===== config.mk =====
export PLATFORM = sky130hd
export DESIGN_NAME = reg_trigger_delay_flat
export DESIGN_NICKNAME = d
export VERILOG_FILES = /design/src/rtl/reg_trigger_delay_if.sv /design/src/rtl/reg_trigger_delay.sv /design/src/flat_wrapper.sv
export SDC_FILE = /design/constraint.sdc
export NUM_CORES = 1
export LEC_CHECK = 0
export ABC_AREA = 1
export CAP_MARGIN = 20
export CORE_ASPECT_RATIO = 1.1
export CORE_UTILIZATION = 35
export DETAILED_ROUTE_END_ITERATION = 10
export PLACE_DENSITY = 0.63
export SYNTH_ARGS = -nofsm -noshare
export SYNTH_HDL_FRONTEND = slang
export SYNTH_SLANG_ARGS = --single-unit

===== constraint.sdc =====
create_clock -name clk -period 3.32 [get_ports clk]
set_input_delay 0.664 -clock clk [delete_from_list [all_inputs] [get_ports clk]]
set_output_delay 0.664 -clock clk [all_outputs]
set_load 0.01 [all_outputs]

===== src/rtl/reg_trigger_delay_if.sv =====
// reg_trigger_delay_if: shared register bus between the bus master and this peripheral
interface reg_trigger_delay_if;
  logic [5:0]  reg_address;
  logic [15:0] reg_bytecnt;
  logic [7:0]  reg_datai;
  logic [7:0]  reg_datao;
  logic [15:0] reg_size;
  logic        reg_read;
  logic        reg_write;
  logic        reg_addrvalid;
  logic [5:0]  reg_hypaddress;
  logic [15:0] reg_hyplen;
  logic        reg_stream;
  modport master (
    output reg_address, reg_bytecnt, reg_datai, reg_size, reg_read, reg_write, reg_addrvalid, reg_hypaddress,
    input  reg_datao, reg_hyplen, reg_stream
  );
  modport slave (
    input  reg_address, reg_bytecnt, reg_datai, reg_size, reg_read, reg_write, reg_addrvalid, reg_hypaddress,
    output reg_datao, reg_hyplen, reg_stream
  );
endinterface


===== src/rtl/reg_trigger_delay.sv =====
// reg_trigger_delay: programmable delayed, width-controlled trigger pulse on the register bus
module reg_trigger_delay #(
  parameter logic [5:0] REG_CFG  = 6'd36,
  parameter logic [5:0] REG_STAT = 6'd37
) (
  input  logic                      clk,
  input  logic                      reset_i,
  reg_trigger_delay_if.slave        bus,
  input  logic                      trigger_i,
  output logic                      trigger_delayed_o,
  output logic                      armed_o
);
  typedef enum logic [1:0] {IDLE = 2'd0, ARMED = 2'd1, DELAY = 2'd2, PULSE = 2'd3} state_t;
  state_t      state_q, state_d;
  logic [31:0] delay_q, dly_q, dly_d;
  logic [15:0] width_q, wid_q, wid_d, acc_q;
  logic [7:0]  miss_q, datao_q, rdata;
  logic        enable_q, invert_q, cont_q, arm_q, out_q;
  logic [2:0]  sync_q;
  logic        trig_edge, wr_cfg, clr_stat, acc_inc, miss_inc;
  logic [55:0] cfg_w, cfg_sh;
  logic [31:0] stat_w, stat_sh;
  logic        unused_size;
  assign unused_size = ^bus.reg_size;
  assign wr_cfg   = bus.reg_write & bus.reg_addrvalid & (bus.reg_address == REG_CFG);
  assign clr_stat = bus.reg_write & bus.reg_addrvalid & (bus.reg_address == REG_STAT);
  assign trig_edge = sync_q[1] & ~sync_q[2];
  assign miss_inc  = trig_edge & ((state_q == DELAY) | (state_q == PULSE));
  assign armed_o   = state_q == ARMED;
  assign trigger_delayed_o = out_q;
  assign bus.reg_datao  = datao_q;
  assign bus.reg_stream = 1'b0;
  assign bus.reg_hyplen = bus.reg_hypaddress == REG_CFG  ? 16'd7 :
                          bus.reg_hypaddress == REG_STAT ? 16'd4 : 16'd0;
  // live configuration; arm is a one-cycle strobe raised by the write itself
  always_ff @(posedge clk or negedge reset_i) begin
    if (!reset_i) begin
      delay_q  <= '0;
      width_q  <= '0;
      enable_q <= 1'b0;
      invert_q <= 1'b0;
      cont_q   <= 1'b0;
      arm_q    <= 1'b0;
    end else begin
      arm_q <= wr_cfg && bus.reg_bytecnt == 16'd6 && bus.reg_datai[3];
      if (wr_cfg)
        case (bus.reg_bytecnt)
          16'd0: delay_q[7:0]   <= bus.reg_datai;
          16'd1: delay_q[15:8]  <= bus.reg_datai;
          16'd2: delay_q[23:16] <= bus.reg_datai;
          16'd3: delay_q[31:24] <= bus.reg_datai;
          16'd4: width_q[7:0]   <= bus.reg_datai;
          16'd5: width_q[15:8]  <= bus.reg_datai;
          16'd6: {cont_q, invert_q, enable_q} <= bus.reg_datai[2:0];
          default: ;
        endcase
    end
  end
  // three-flop synchroniser feeding the rising-edge detector
  always_ff @(posedge clk or negedge reset_i) begin
    if (!reset_i) sync_q <= '0;
    else sync_q <= {sync_q[1:0], trigger_i};
  end
  // state, shadow counters and the registered output
  always_ff @(posedge clk or negedge reset_i) begin
    if (!reset_i) begin
      state_q <= IDLE;
      dly_q   <= '0;
      wid_q   <= '0;
      out_q   <= 1'b0;
    end else begin
      state_q <= state_d;
      dly_q   <= dly_d;
      wid_q   <= wid_d;
      out_q   <= ((state_q == PULSE) & enable_q) ^ invert_q;
    end
  end
  // next state: dropping enable forces IDLE from anywhere
  always_comb begin
    state_d = state_q;
    dly_d   = dly_q;
    wid_d   = wid_q;
    acc_inc = 1'b0;
    if (!enable_q) state_d = IDLE;
    else
      case (state_q)
        IDLE:  state_d = (arm_q | cont_q) ? ARMED : IDLE;
        ARMED: if (trig_edge) begin
          dly_d   = delay_q;
          wid_d   = width_q == 16'd0 ? 16'd1 : width_q;
          acc_inc = 1'b1;
          state_d = delay_q == 32'd0 ? PULSE : DELAY;
        end
        DELAY: if (dly_q == 32'd1) state_d = PULSE;
          else dly_d = dly_q - 32'd1;
        PULSE: if (wid_q == 16'd1) state_d = cont_q ? ARMED : IDLE;
          else wid_d = wid_q - 16'd1;
        default: state_d = IDLE;
      endcase
  end
  // saturating statistics; a clear beats a simultaneous increment
  always_ff @(posedge clk or negedge reset_i) begin
    if (!reset_i) begin
      acc_q  <= '0;
      miss_q <= '0;
    end else begin
      acc_q  <= clr_stat ? '0 : (acc_inc && acc_q != 16'hFFFF) ? acc_q + 16'd1 : acc_q;
      miss_q <= clr_stat ? '0 : (miss_inc && miss_q != 8'hFF) ? miss_q + 8'd1 : miss_q;
    end
  end
  assign cfg_w   = {4'b0, arm_q, cont_q, invert_q, enable_q, width_q, delay_q};
  assign stat_w  = {miss_q, acc_q, 6'b0, state_q};
  assign cfg_sh  = cfg_w >> {bus.reg_bytecnt[2:0], 3'b000};
  assign stat_sh = stat_w >> {bus.reg_bytecnt[1:0], 3'b000};
  assign rdata   = (bus.reg_address == REG_CFG  && bus.reg_bytecnt < 16'd7) ? cfg_sh[7:0] :
                   (bus.reg_address == REG_STAT && bus.reg_bytecnt < 16'd4) ? stat_sh[7:0] : 8'h00;
  // registered read data, zero whenever this block is not being read
  always_ff @(posedge clk or negedge reset_i) begin
    if (!reset_i) datao_q <= '0;
    else datao_q <= (bus.reg_read & bus.reg_addrvalid) ? rdata : 8'h00;
  end
endmodule


===== src/flat_wrapper.sv =====
// flat-port wrapper written by rule: the top's interface ports become plain ports
module reg_trigger_delay_flat 
#(
  parameter logic [5:0] REG_CFG  = 6'd36,
  parameter logic [5:0] REG_STAT = 6'd37
)
  (clk, reset_i, trigger_i, trigger_delayed_o, armed_o, bus_reg_address, bus_reg_bytecnt, bus_reg_datai, bus_reg_size, bus_reg_read, bus_reg_write, bus_reg_addrvalid, bus_reg_hypaddress, bus_reg_datao, bus_reg_hyplen, bus_reg_stream);
  reg_trigger_delay_if bus_i ();
  input  logic clk;
  input  logic reset_i;
  input  logic trigger_i;
  output logic trigger_delayed_o;
  output logic armed_o;
  input wire logic [$bits(bus_i.reg_address)-1:0] bus_reg_address;
  input wire logic [$bits(bus_i.reg_bytecnt)-1:0] bus_reg_bytecnt;
  input wire logic [$bits(bus_i.reg_datai)-1:0] bus_reg_datai;
  input wire logic [$bits(bus_i.reg_size)-1:0] bus_reg_size;
  input wire logic [$bits(bus_i.reg_read)-1:0] bus_reg_read;
  input wire logic [$bits(bus_i.reg_write)-1:0] bus_reg_write;
  input wire logic [$bits(bus_i.reg_addrvalid)-1:0] bus_reg_addrvalid;
  input wire logic [$bits(bus_i.reg_hypaddress)-1:0] bus_reg_hypaddress;
  output wire logic [$bits(bus_i.reg_datao)-1:0] bus_reg_datao;
  output wire logic [$bits(bus_i.reg_hyplen)-1:0] bus_reg_hyplen;
  output wire logic [$bits(bus_i.reg_stream)-1:0] bus_reg_stream;
  assign bus_i.reg_address = bus_reg_address;
  assign bus_i.reg_bytecnt = bus_reg_bytecnt;
  assign bus_i.reg_datai = bus_reg_datai;
  assign bus_i.reg_size = bus_reg_size;
  assign bus_i.reg_read = bus_reg_read;
  assign bus_i.reg_write = bus_reg_write;
  assign bus_i.reg_addrvalid = bus_reg_addrvalid;
  assign bus_i.reg_hypaddress = bus_reg_hypaddress;
  assign bus_reg_datao = bus_i.reg_datao;
  assign bus_reg_hyplen = bus_i.reg_hyplen;
  assign bus_reg_stream = bus_i.reg_stream;
  reg_trigger_delay #(.REG_CFG(REG_CFG), .REG_STAT(REG_STAT)) u_core (.clk(clk), .reset_i(reset_i), .bus(bus_i), .trigger_i(trigger_i), .trigger_delayed_o(trigger_delayed_o), .armed_o(armed_o));
endmodule

# Yosys cells after proc, flatten, opt, wreduce, memory -nomap -nowiden
# Cells that the tools add are included.
dict set report totals {
  regBits 138
  inputBits 58
  out_inout_bits 27
}
dict set report classes {
  n_mux 27
  bitwise_logic 11
  n_reduce_logical 24
  magnitude_cmp 2
  shifts 2
  eq_ne 23
  addsub 4
}
# op n
set ops {}
lappend ops {{16-bit two-way mux} 6}
lappend ops {{32-bit two-way mux} 2}
lappend ops {{32-bit one-hot mux with 2 select lines} 1}
lappend ops {{52-bit by 6-bit right shift with 8-bit output} 1}
lappend ops {{16-bit by 3-bit equality test with 1-bit output, second input constant} 3}
lappend ops {{8-bit two-way mux} 5}
lappend ops {{16-bit by 1-bit equality test with 1-bit output, second input constant} 2}
lappend ops {{16-bit by 2-bit equality test with 1-bit output, second input constant} 2}
lappend ops {{32-bit by 1-bit equality test with 1-bit output, second input constant} 1}
lappend ops {{16-bit zero test} 2}
lappend ops {{32-bit zero test} 1}
lappend ops {{16-bit by 3-bit < comparator with 1-bit output, second input constant} 2}
lappend ops {{16-bit one-hot mux with 2 select lines} 1}
lappend ops {{32-bit by 5-bit right shift with 8-bit output} 1}
lappend ops {{32-bit by 1-bit subtractor with 32-bit output, second input constant} 1}
lappend ops {{6-bit equality test, second input constant} 4}
lappend ops {{16-bit by 1-bit adder with 16-bit output, second input constant} 1}
lappend ops {{16-bit != test, second input constant} 1}
lappend ops {{16-bit by 1-bit subtractor with 16-bit output, second input constant} 1}
lappend ops {{2-bit AND reduction} 7}
lappend ops {{3-bit != test, second input constant} 3}
lappend ops {{8-bit by 1-bit adder with 8-bit output, second input constant} 1}
lappend ops {{2-bit two-way mux} 4}
lappend ops {{8-bit != test, second input constant} 1}
lappend ops {{16 further kinds} 39}

# Longest topological paths before layout
dict set report logic_depth {
  word_depth 8
  mapped_depth 12
}

# Worst setup path before layout
# No wires, ideal clock.
dict set report synth_path {
  path_type {in2out}
  startpoint {in bus_reg_hypaddress[1]}
  endpoint {out bus_reg_hyplen[1]}
  required_time_ns 2.656
  n_path_buf 1
  path_slack_ns 1.012
  cell_stages 3
  arrival_ns 1.644
  cell_sequence {nor4_1 -> nor2b_1 -> buf_4}
}
dict set report synth_via {
  elab_chain_cells 2
}
# item line
set synth_rtl {}
lappend synth_rtl {{from (decl)} flat_wrapper.sv:21} ;# input wire logic [$bits(bus_i.reg_hypaddress)-1:0] bus_reg_hypaddress;
lappend synth_rtl {{6-bit equality test} reg_trigger_delay.sv:33} ;# assign bus.reg_hyplen = bus.reg_hypaddress == REG_CFG ? 16'd7 :
lappend synth_rtl {{16-bit two-way mux} reg_trigger_delay.sv:33}
lappend synth_rtl {{to (decl)} flat_wrapper.sv:23} ;# output wire logic [$bits(bus_i.reg_hyplen)-1:0] bus_reg_hyplen;
# Every way passes these cells.

# Worst setup path after layout
# Ends and elaborated chain as after synthesis.

==> summary.txt <==
Worst setup path
  • Req. time, crit path: approximately 2.7 ns
  • Crit path launch type: input pin
  • Critical path fanouts, max: 2
  • Crit end category: primary output
  • Crit Path Category: in -> out
  • Critical Path AT: ~2.2 ns

Synth
  • Mean Syn Cell Area: 6.81 um^2
  • Synth unique cells: 46
  • Mux contribution to synthesized area: 0%
  • Main combinational cell family by area after synthesis: simple AND/OR/NAND/NOR gates
  • Simple-gate area share of the yosys netlist: between 30 and 40%
  • Synth Area in Compound Gates: 12.6%
  • EDFF count, synth: 0
  • Synth Flop Type: dfrtp_1
  • Adder-Cell Fraction of Synth Area: about 1.4%
  • Register area share after synthesis: between 30 and 40%
  • Synthesized flop and latch total: ~140
  • Synth Instances: between 1000 and 1500
  • Synthesis Warnings: 0
  • Syn Std Cell Area: just under 0.009 mm^2
  • Xor-xnor portion of the synthesized cell area: roughly 1.2%
  • Post-synth ARST share: between 90% and 100%

Timing
  • Setup TNS: 0 ns
  • Max_slew headroom: about 58%
  • Worst-Margin Slew: roughly 0.63 ns
  • RSZ-0062 raised after global routing: false
  • Fin crit share: between 80% and 90%
  • Max Fclk: roughly 350 MHz
  • Post-route clock skew: approximately 0.011 ns
  • Final setup margin: ~0.47 ns
  • Final setup fails: 0
  • Final hold slack: roughly 0.12 ns
  • Count of final hold-check violations: 0
  • Tmin final: about 2.9 ns
  • Max-slew violations: 0

Power
  • Static leakage: just under 5 nW
  • Switch Pwr: around 0.99 mW
  • Peak VDD IR: approximately 0.00028 V
  • Seq pwr share: 42.8%
  • Clock power share: approximately half
  • PD cells: between 300 and 400 mW/mm^2
  • Comb pwr share: around 5.6%
  • Pint: approximately 3.0 mW
  • Net Sw Frac: 25.0%
  • Pwr Total: around 4.0 mW

Routing
  • Number of DRC markers in iteration 0: between 600 and 700
  • Drt first pass iters: 5
  • Drt drc: 0
  • ANT nets after route: 0
  • Final Routed Wirelength: roughly 25000 um
  • WL/cell: 15.0 um
  • Vias: roughly 8500
  • Drt via density: slightly above 5

Global routing
  • First-pass GRT wire length: 41500 um
  • GRT Util Overall: 20.3%
  • Largest net degree at the start of global routing: 50
  • Gr ovfl total: 0
  • Initial antenna violation count: 0
  • Vias in the first global route: roughly 8000

Die
  • Starting Density: 35.8%
  • Die area: around 0.026 mm^2
  • Die Y: between 150 and 200 um
  • Die W: roughly 150 um
  • Core area: about 0.025 mm^2
  • Row count: 60
  • I/O pins: 85

Clocking
  • Post-CTS setup buffers: 0
  • Root Buffer: clkbuf_16
  • Hold Buf Count CTS: 0
  • CTS tree: built
  • Total CTS buffers: 17
  • CTS clock-pin slew for the worst setup and hold paths: approximately 0.070 ns
  • Post_cts resized: 0
  • Clk_lat worst skew: between 0.4 and 0.5 ns
  • Clk buf depth: 2
  • H-tree Lvls: 4
  • CTS sink cnt: about 140

Job
  • Max_cap viols: 0

Final layout
  • Antenna Cells: 0
  • Layout cells sized above 1: 8.36%
  • Synth-to-Final Area Change: 15.7%
  • # nets final: 1407
  • Fillcell total: 2632
  • Final core utilization: between 40% and 50%

Placed design
  • Hpwl dp: ~18000 um
  • GPL Wtd Cong: 0.892
  • I/O Buffers: 54
  • Worst slack, placed: 0.425 ns

Hold path
  • Worst hold path type: in -> async

Outcome
  • Status: completed
==> layer usage <==
metal,track usage [%],wire length [um]
met4,7.09,649
met1,26.3,11200
met2,34.3,11900
met5,0,0
met3,3.33,1240
==> flip-flops by register name, indices dropped and copies added, names as in the netlist <==
name / cells
u_core.delay_q: 32
u_core.dly_q: 32
u_core.acc_q: 16
u_core.wid_q: 16
u_core.width_q: 16
u_core.bus.reg_datao: 8
u_core.miss_q: 8
u_core.sync_q: 3
u_core.state_q: 2
u_core.arm_q: 1
u_core.cont_q: 1
u_core.enable_q: 1
u_core.invert_q: 1
u_core.trigger_delayed_o: 1
==> cell families after synthesis <==
| logic type | Yosys count |
|---|---|
| AOI/OAI and AO/OA | 192 |
| other | 1 |
| and+or+nand+nor | 753 |
| buffers and inverters | 188 |
| xor gates and xnor gates | 12 |
| DFF | 138 |
| adders and majority gates | 10 |
==> power groups by stage <==
stage / Clock (mW) / Sequential [mW] / Combinational, mW
finish: 2.05 / 1.70 / 0.224
global route: 2.17 / 1.70 / 0.250
CTS: 2.09 / 1.70 / 0.226
detailed placement: 0 / 1.74 / 0.225
global placement: 0 / 1.74 / 0.224
floorplan: 0 / 1.73 / 0.108
==> critical path, stage by stage <==
cell and delay (ns):
clkdlybuf4s50_1 0.40, nor4_1 0.35, nor2b_1 0.22, clkdlybuf4s50_1 0.56
==> Yosys cell counts (all sizes together), types with 2 or more instances <==
library cell	instances	area, um^2
o22ai	13	81.3
a22oi	5	37.5
nand2	423	1620
buf	39	280
ha	10	125
nand3	88	470
o211ai	4	30.0
o21ai	133	729
nor4	2	12.5
a21oi	19	95.1
clkbuf	12	45.0
inv	136	510
o21bai	5	37.5
nand4	19	131
dfrtp	138	3450
xor2	11	96.3
a31oi	3	18.8
o2111ai	3	26.3
nor2	194	778
nor3	21	130
o221ai	4	35.0
or2	2	12.5
==> layout by cell type (no fill, tap or decap), types with 8 or more instances in the layout <==
| cell | n |
|---|---|
| o21ai_2 | 17 |
| o21ai_0 | 37 |
| nand4_1 | 17 |
| nor2_1 | 184 |
| clkdlybuf4s50_1 | 53 |
| nand2_2 | 8 |
| inv_2 | 20 |
| nand3_1 | 82 |
| buf_4 | 8 |
| xor2_1 | 11 |
| conb_1 | 14 |
| dfrtp_1 | 138 |
| o21ai_1 | 79 |
| ha_1 | 10 |
| o22ai_1 | 13 |
| nor3_1 | 16 |
| inv_1 | 116 |
| nand2_1 | 414 |
| clkbuf_16 | 17 |
| a21oi_1 | 19 |
==> stage by stage <==
step           area [um^2]  std cells
2_1_floorplan         8870       1307
3_3_place_gp          9550       1629
5_1_grt              10200       1662
3_5_place_dp          9550       1629
6_report             10200       1662
4_1_cts              10200       1661
==> worst paths after layout <==
check / from / endpoint / slack, ns / cells after the start
setup / recovery: bus_reg_hypaddress[1] / bus_reg_hyplen[1] / 0.47 / 4
hold / removal: reset_i / u_core.dly_q[29] / 0.12 / 1
hold reg to reg: u_core.sync_q[0] / u_core.sync_q[1] / 0.36 / 0
max in group asynchronous: reset_i / u_core.delay_q[13] / 2.46 / 2
min in group clk: u_core.sync_q[0] / u_core.sync_q[1] / 0.36 / 0
setup reg to reg: u_core.state_q[1] / u_core.wid_q[1] / 0.93 / 11
==> area by class of cell <==
class | count | area, um^2 | area share, %
multi-input cells | 981 | 4570 | 44.8
flip-flops and latches | 138 | 3450 | 33.9
repair buffers | 64 | 642 | 6.29
inverters | 137 | 514 | 5.04
clock buffers | 17 | 425 | 4.17
well taps | 310 | 388 | 3.80
clock inverters | 15 | 204 | 2.00
(Power assumes the default switching activity.)
